**config.mk**
```make
export PLATFORM = sky130hd
export DESIGN_NAME = pipe_skid_reg
export DESIGN_NICKNAME = d
export VERILOG_FILES = /design/src/rtl/pipes.sv /design/src/rtl/pipe_ring_ptr.sv /design/src/rtl/pipe_skid_reg.sv
export SDC_FILE = /design/constraint.sdc
export NUM_CORES = 1
export LEC_CHECK = 0
export ABC_AREA = 1
export CAP_MARGIN = 25
export CORE_MARGIN = 2
export CORE_UTILIZATION = 54
export CTS_CLUSTER_DIAMETER = 50
export CTS_CLUSTER_SIZE = 8
export DETAILED_ROUTE_END_ITERATION = 8
export GPL_ROUTABILITY_DRIVEN = 1
export MAX_ROUTING_LAYER = met4
export PLACE_DENSITY_LB_ADDON = 0.2
export SLEW_MARGIN = 15
export SYNTH_ARGS = -nofsm -noshare
export SYNTH_HDL_FRONTEND = slang
export SYNTH_SLANG_ARGS = --single-unit
```
**constraint.sdc**
```tcl
create_clock -name clk -period 3.1 [get_ports clk]
set_input_delay 0.31 -clock clk [delete_from_list [all_inputs] [get_ports clk]]
set_output_delay 0.31 -clock clk [all_outputs]
set_load 0.05 [all_outputs]
```
**src/rtl/pipes.sv**
```systemverilog
// Shared pipe-stage package: skid-stage default parameters, per-stage
// payload typedefs and a pointer-width helper used by the skid stage.
// Wrappers pass $bits(<payload_t>) as the WIDTH of a pipe_skid_reg.
package pipes;

    localparam int unsigned SKID_WIDTH_DEF    = 64;
    localparam int unsigned SKID_DEPTH_DEF    = 2;
    localparam bit          SKID_CLR_ZERO_DEF = 1'b1;

    // Decode-stage payload carried through a skid stage.
    typedef struct packed {
        logic [31:0] pc;
        logic [31:0] instr;
    } decode_data_t;

    // Pointer width for a ring of 'depth' entries; never below one bit.
    function automatic int unsigned ptrWidth(input int unsigned depth);
        return (depth > 1) ? $clog2(depth) : 1;
    endfunction

endpackage

```
**src/rtl/pipe_ring_ptr.sv**
```systemverilog
// Modulo-DEPTH ring pointer with increment enable and synchronous clear.
// Ports:
//   clk  - clock
//   rst  - synchronous active-high reset, pointer to 0
//   clr  - synchronous clear, pointer to 0
//   inc  - advance pointer by one, wrapping DEPTH-1 -> 0
//   ptr  - current pointer value
module pipe_ring_ptr
    import pipes::*;
#(
    parameter int unsigned DEPTH = SKID_DEPTH_DEF,
    parameter int unsigned PW    = ptrWidth(DEPTH)
) (
    input  logic          clk,
    input  logic          rst,
    input  logic          clr,
    input  logic          inc,
    output logic [PW-1:0] ptr
);

    // Clear has priority over increment.
    always_ff @(posedge clk) begin
        if (rst || clr) begin
            ptr <= '0;
        end else if (inc) begin
            ptr <= (ptr == PW'(DEPTH - 1)) ? '0 : ptr + PW'(1);
        end
    end

endmodule

```
**src/rtl/pipe_skid_reg.sv**
```systemverilog
// Parameterised skid/FIFO pipeline stage with registered handshake outputs.
// Ports:
//   clk, rst            - clock, synchronous active-high reset
//   flush               - synchronous discard of all held entries
//   in_valid/in_ready   - upstream handshake, in_data payload
//   out_valid/out_ready - downstream handshake, out_data head payload
//   occupancy           - number of held entries
module pipe_skid_reg
    import pipes::*;
#(
    parameter int unsigned WIDTH    = SKID_WIDTH_DEF,
    parameter int unsigned DEPTH    = SKID_DEPTH_DEF,
    parameter bit          CLR_ZERO = SKID_CLR_ZERO_DEF
) (
    input  logic                       clk,
    input  logic                       rst,
    input  logic                       flush,
    input  logic                       in_valid,
    output logic                       in_ready,
    input  logic [WIDTH-1:0]           in_data,
    output logic                       out_valid,
    input  logic                       out_ready,
    output logic [WIDTH-1:0]           out_data,
    output logic [$clog2(DEPTH+1)-1:0] occupancy
);

    localparam int unsigned PW = ptrWidth(DEPTH);
    localparam int unsigned OW = $clog2(DEPTH + 1);

    logic [WIDTH-1:0] mem [DEPTH];
    logic [PW-1:0]    wrPtr;
    logic [PW-1:0]    rdPtr;
    logic [PW-1:0]    rdInc;
    logic [OW-1:0]    occ;
    logic [OW-1:0]    occNext;
    logic             inReadyQ;
    logic             outValidQ;
    logic [WIDTH-1:0] outDataQ;
    logic [WIDTH-1:0] headNext;
    logic             doPush;
    logic             doPop;

    // Handshake qualification, next occupancy and next head payload.
    always_comb begin
        doPush  = in_valid && inReadyQ && !rst && !flush;
        doPop   = outValidQ && out_ready && !rst && !flush;
        rdInc   = (rdPtr == PW'(DEPTH - 1)) ? '0 : rdPtr + PW'(1);
        occNext = occ;
        if (doPush && !doPop) begin
            occNext = occ + OW'(1);
        end else if (doPop && !doPush) begin
            occNext = occ - OW'(1);
        end
        // The head register is preloaded: an incoming word becomes the head
        // directly when the stage is (or is about to be) otherwise empty.
        headNext = outDataQ;
        if (occNext == '0) begin
            headNext = '0;
        end else if (doPop) begin
            headNext = (occ == OW'(1)) ? in_data : mem[rdInc];
        end else if (occ == '0) begin
            headNext = in_data;
        end
    end

    pipe_ring_ptr #(
        .DEPTH (DEPTH),
        .PW    (PW)
    ) wrPtrInst (
        .clk (clk),
        .rst (rst),
        .clr (flush),
        .inc (doPush),
        .ptr (wrPtr)
    );

    pipe_ring_ptr #(
        .DEPTH (DEPTH),
        .PW    (PW)
    ) rdPtrInst (
        .clk (clk),
        .rst (rst),
        .clr (flush),
        .inc (doPop),
        .ptr (rdPtr)
    );

    // Occupancy and registered output flags/payload.
    always_ff @(posedge clk) begin
        if (rst || flush) begin
            occ       <= '0;
            inReadyQ  <= 1'b1;
            outValidQ <= 1'b0;
            outDataQ  <= '0;
        end else begin
            occ       <= occNext;
            inReadyQ  <= (occNext != OW'(DEPTH));
            outValidQ <= (occNext != '0);
            outDataQ  <= headNext;
        end
    end

    // Entry storage; only accepted pushes write.
    always_ff @(posedge clk) begin
        if ((rst || flush) && CLR_ZERO) begin
            for (int unsigned e = 0; e < DEPTH; e++) begin
                mem[e] <= '0;
            end
        end else if (doPush) begin
            mem[wrPtr] <= in_data;
        end
    end

    assign in_ready  = inReadyQ;
    assign out_valid = outValidQ;
    assign out_data  = outDataQ;
    assign occupancy = occ;

endmodule

```
# Word-level counts from Yosys, hierarchy flattened
# Memories as Yosys holds them, arrays and structs flattened.
# Cells that the tools add are included.
[totals]
ff_bits = 70
ram_bits = 128
input_bits = 69
out_inout_bits = 68
elab_cells = 47
n_memories = 1
[classes]
addsub = 4
eq_ne = 2
mux = 15
n_reduce_logical = 19
[memory_table]
columns = ["name", "depth", "word_bits", "read_ports", "rd_clocked_by_memory_dff", "wr", "line_no", "text"]
rows = [
  ["mem", 2, 64, 1, 0, 2, "pipe_skid_reg.sv:30", "logic [WIDTH-1:0] mem [DEPTH];"],
]
[ops]
columns = ["op", "count"]
rows = [
  ["64-bit 2-to-1 mux", 4],
  ["64-bit OR reduction", 1],
  ["1-bit 2-to-1 mux", 9],
  ["1-bit logical AND", 8],
  ["1-bit zero test", 4],
  ["2-bit zero test", 2],
  ["2-bit 2-to-1 mux", 2],
  ["2-bit nonzero test", 2],
  ["1-bit adder (second input constant)", 2],
  ["2-bit by 1-bit adder with 2-bit output (second input constant)", 1],
  ["2-bit by 1-bit == test with 1-bit output (second input constant)", 1],
  ["2-bit inequality test (second input constant)", 1],
  ["2-bit OR reduction", 1],
  ["2-bit by 1-bit subtractor with 2-bit output (second input constant)", 1],
  ["1-bit logical OR", 1],
]

# Longest topological paths before layout
[depth]
depth_word = 9
depth_mapped = 11
mapped_depth_nobuf = 9

# By module
# Synthesis repeated with hierarchy kept, for this count alone.
[unflattened]
cells_unflattened = 1078
hier_area_um2 = 9016.1
[modules_own_cells]
columns = ["mod", "n_inst", "cells_per_inst", "area_each_um2", "seq_area_each_um2"]
rows = [
  ["pipe_skid_reg", 1, 1066, 8933.6, 5205.0],
  ["pipe_ring_ptr", 2, 6, 41.3, 20.0],
]

# Worst setup path before layout
# No wires, ideal clock.
[synth_path]
path_kind = "reg-to-reg"
startpoint = "reg inReadyQ, in the netlist in_ready"
endpoint = "mem mem[0][0] (netlist bit), enable pin"
setup_time_ns = 0.424
arrival_time_ns = 2.780
required_time_ns = 2.676
path_slack_ns = -0.103
stages_incl_launch_ff = 7
path_buffers = 2
synth_period_minus_slack_ns = 3.203
path_cell_list = "dfxtp_1 nand2_1 nor2_2 nand2_1 buf_2 buf_2 nand2_1"
[synth_lines]
columns = ["item", "line_no", "text"]
rows = [
  ["start, declared", "pipe_skid_reg.sv:36", "logic inReadyQ;"],
  ["start signal, assigned", "pipe_skid_reg.sv:97", "inReadyQ <= (occNext != OW'(DEPTH));"],
  ["end, declared", "pipe_skid_reg.sv:30", ""],
]

# Final worst setup path
[layout_path]
startpoint = "reg occ[0], in the netlist occupancy[0]"
endpoint = "reg outDataQ[8], in the netlist out_data[8]"
[layout_via]
elab_chain_len = 5
word_cells_on_any_way = 11
cone_classes = "2 x add/sub; 1 x eq/ne; 4 x mux; 4 x reduce/logical"
[layout_lines]
columns = ["item", "line_no", "text"]
rows = [
  ["start, declared", "pipe_skid_reg.sv:34", "logic [OW-1:0] occ;"],
  ["start signal, assigned", "pipe_skid_reg.sv:96", "occ <= occNext;"],
  ["2-bit by 1-bit subtractor with 2-bit output", "pipe_skid_reg.sv:52", "occNext = occ - OW'(1);"],
  ["2-bit 2-to-1 mux", "pipe_skid_reg.sv:51", "end else if (doPop && !doPush) begin"],
  ["2-bit 2-to-1 mux", "pipe_skid_reg.sv:49", "if (doPush && !doPop) begin"],
  ["2-bit zero test", "pipe_skid_reg.sv:57", "if (occNext == '0) begin"],
  ["2-bit OR reduction (no line)", "--", ""],
  ["end signal, assigned", "pipe_skid_reg.sv:99", "outDataQ <= headNext;"],
  ["end, declared", "pipe_skid_reg.sv:38", "logic [WIDTH-1:0] outDataQ;"],
]
# Parallel ways exist; a longest one is shown, timed or not.
# A chain may end at the register's enable or synchronous reset.

==> impl_metrics.csv <==
group,metric,value,unit
sta,clock_skew,0.00730,ns
sta,max_slew.worst_pin.slew,0.789,ns
floorplanning,rows,47,
placed_design,place_ws,0.731,ns
layout,diodes,0,
clock_tree,root_buffer,"clkbuf_16",
floorplanning,die_area,17700,sq um
drt,vias,7100,
worst_setup_path,crit_type,"register to register",
layout,drive_above_1_share,5.28,%
drt,drt_wl_total,20800,um
clock_tree,cts_resized,0,
synthesis,seq_area_frac_synth,58.4,%
floorplanning,die_h,133,um
sta,fin_tns_setup,0,ns
drt,drtAntennaViolNets,0,
floorplanning,start_util,54.8,%
global_route,track_usage,24.9,%
drt,via_per_inst,5.02,
floorplanning,die_w,133,um
clock_tree,clkTransAtPathRegs,0.07,ns
placed_design,place_congestion,0.841,
synthesis,synthesis.nets,1143,
global_route,grt_pass1_wl,33700,um
synthesis,synth-seq-cells,198,
drt,drc,0,
drt,drtIter0Drc,557,
layout,final_nets,1252,
sta,fmax,492,MHz
layout,stdcell_count,1414,
global_route,grt_pass1_vias,6857,
worst_setup_path,critPathCaptureType,"register",
global_route,antenna_found_initial,0,
sta,finalCritPeriodShare,65.6,%
placed_design,portBuffers,136,
clock_tree,clockBufferDepth,2,
placed_design,place_hpwl,11900,um
floorplanning,core,16400,sq um
global_route,overflow,0,
layout,fill_cells,1356,
worst_setup_path,cp_slowest_cell,"dfxtp_1",
sta,relSlewSlack,47.4,%
outcome,status,"completed",
worst_setup_path,cp_top_family,"simple AND/OR/NAND/NOR gates",
floorplanning,io_pins,137,
clock_tree,post-cts-setup-buffers,0,
worst_setup_path,crit_fanout,45,
clock_tree,clock_insertion_delay_worst_skew,0.44,ns
worst_setup_path,required,3.49,ns
clock_tree,holdBufCountCts,0,
drt,dr.pass1.iters,5,
min_path,hold_class,"register to register",
layout,postLayoutCoreUtil,67.9,%
sta,min_period,2.03,ns
sta,layout_setup_ws,1.07,ns
clock_tree,htreeDepth,4,
sta,worst_hold_slack,0.528,ns
pwr,p_leak,5.30,nW
layout,fin_area,11100,sq um
pwr,powerDensity,523,nW/um^2
pwr,peakVddDrop,0.433,mV
synthesis,netlist_instances,1072,
worst_setup_path,cp_common_cell,"inv_1",
sta,setup_viol,0,
clock_tree,clock-sinks,198,
synthesis,synth.avg_cell_area,8.38,sq um
sta,rsz0062_at_grt,"no",
layout,area_growth,24.0,%
drt,post_drt_wl_per_cell,14.7,um
job,drv_cap,0,
pwr,power.total,5.83,mW
global_route,grt_max_degree,65,
clock_tree,cts_buffers,17,
synthesis,synth.distinct_cells,23,
synthesis,ys_warn_count,0,
placed_design,place_area,10500,sq um
sta,hold_violations,0,
worst_setup_path,crit_buf_inv,3,
worst_setup_path,worstPathCellList,"inv_1 -> ha_1 -> a31oi_1 -> nand3_1 -> nand2_2 -> buf_12 -> nand2_1 -> inv_1",
placed_design,place_inst,1382,
worst_setup_path,start_kind,"register",
sta,slew_violations,0,
worst_setup_path,arrival,2.42,ns
clock_tree,cts_tree,"done",
worst_setup_path,max_stage_delay,0.40,ns
synthesis,netlist_area,8990,sq um
[area by class of cell]
type                       count  area, sq um  area share [%]
sequential                   198         5250            47.1
multi-input combinational    673         2920            26.2
timing repair buffer         151         1560            14.0
inverter                     140          526            4.72
clock buffer                  20          437            3.92
tap                          220          275            2.47
clock inverter                12          176            1.58
[where the power goes]
group | switching [mW] | internal [mW] | leakage [nW]
Clock | 0.968 | 1.35 | 0.295
Combinational | 0.343 | 0.209 | 3.01
Sequential | 0.0376 | 2.92 | 2.00
Total | 1.35 | 4.48 | 5.30
[kinds of logic after synthesis]
group                      Yosys count  share of synthesized area (%)
and+or+nand+nor                    619                           27.6
adders and majority gates            2                          0.278
buffers and inverters              201                           9.51
DFF                                198                           58.4
AOI/OAI and AO/OA                   52                           4.27
[cell usage after synthesis (all sizes together)]
| master | count | area (sq um) |
|---|---|---|
| nand2 | 398 | 1500 |
| inv | 139 | 522 |
| nor2 | 135 | 529 |
| edfxtp | 128 | 3840 |
| dfxtp | 70 | 1400 |
| nand3 | 70 | 350 |
| a21boi | 49 | 368 |
| buf | 49 | 284 |
| nand4 | 15 | 93.8 |
| clkbuf | 12 | 45.0 |
| ha | 2 | 25.0 |
| a21oi | 1 | 5.00 |
| a31oi | 1 | 6.26 |
| clkinv | 1 | 3.75 |
| nand3b | 1 | 7.51 |
| o21ai | 1 | 5.00 |
[worst reg2reg max path, stage by stage, from the launching register on]
cell and delay (ns):
dfxtp_1 0.40, inv_1 0.09, ha_1 0.31, a31oi_1 0.18, nand3_1 0.13, nand2_2 0.40, buf_12 0.30, nand2_1 0.12
inv_1 0.06
[registers in the layout, indices dropped and copies added (netlist names)]
| signal | cells |
|---|---|
| mem | 128 |
| occupancy | 2 |
| rdPtrInst.ptr | 1 |
| wrPtrInst.ptr | 1 |
| out_valid | 1 |
| out_data | 64 |
| in_ready | 1 |
[cells in the final DEF (no fill, tap or decap), drive strengths merged, types with 20 or more instances in the layout]
cell type	count
clkbuf	20
a21boi	49
clkdlybuf4s50	136
nand3	70
nand2	398
edfxtp	128
inv	141
nor2	135
dfxtp	70
[routing by layer]
| layer | wire [um] | up-vias | track usage, % |
|---|---|---|---|
| met5 | 0 | - | - |
| met4 | 221 | 0 | 6.93 |
| met3 | 1230 | 29 | 4.79 |
| met2 | 10400 | 224 | 42.6 |
| met1 | 8970 | 3305 | 30.2 |
| li1 | - | 3542 | - |
[final timing paths]
kind | startpoint | end | slack [ns] | depth (start not counted)
worst max register to register | occupancy[0]$_SDFF_PP0_ | out_data[8]$_SDFFE_PP0P_ | 1.07 | 8
worst min register to register | wrPtrInst.ptr$_SDFFE_PP0P_ | wrPtrInst.ptr$_SDFFE_PP0P_ | 0.53 | 2
worst min-delay path | wrPtrInst.ptr$_SDFFE_PP0P_ | wrPtrInst.ptr$_SDFFE_PP0P_ | 0.53 | 2
worst max-delay path | occupancy[0]$_SDFF_PP0_ | out_data[8]$_SDFFE_PP0P_ | 1.07 | 8
Note: power is estimated with default switching activity, not from simulation.
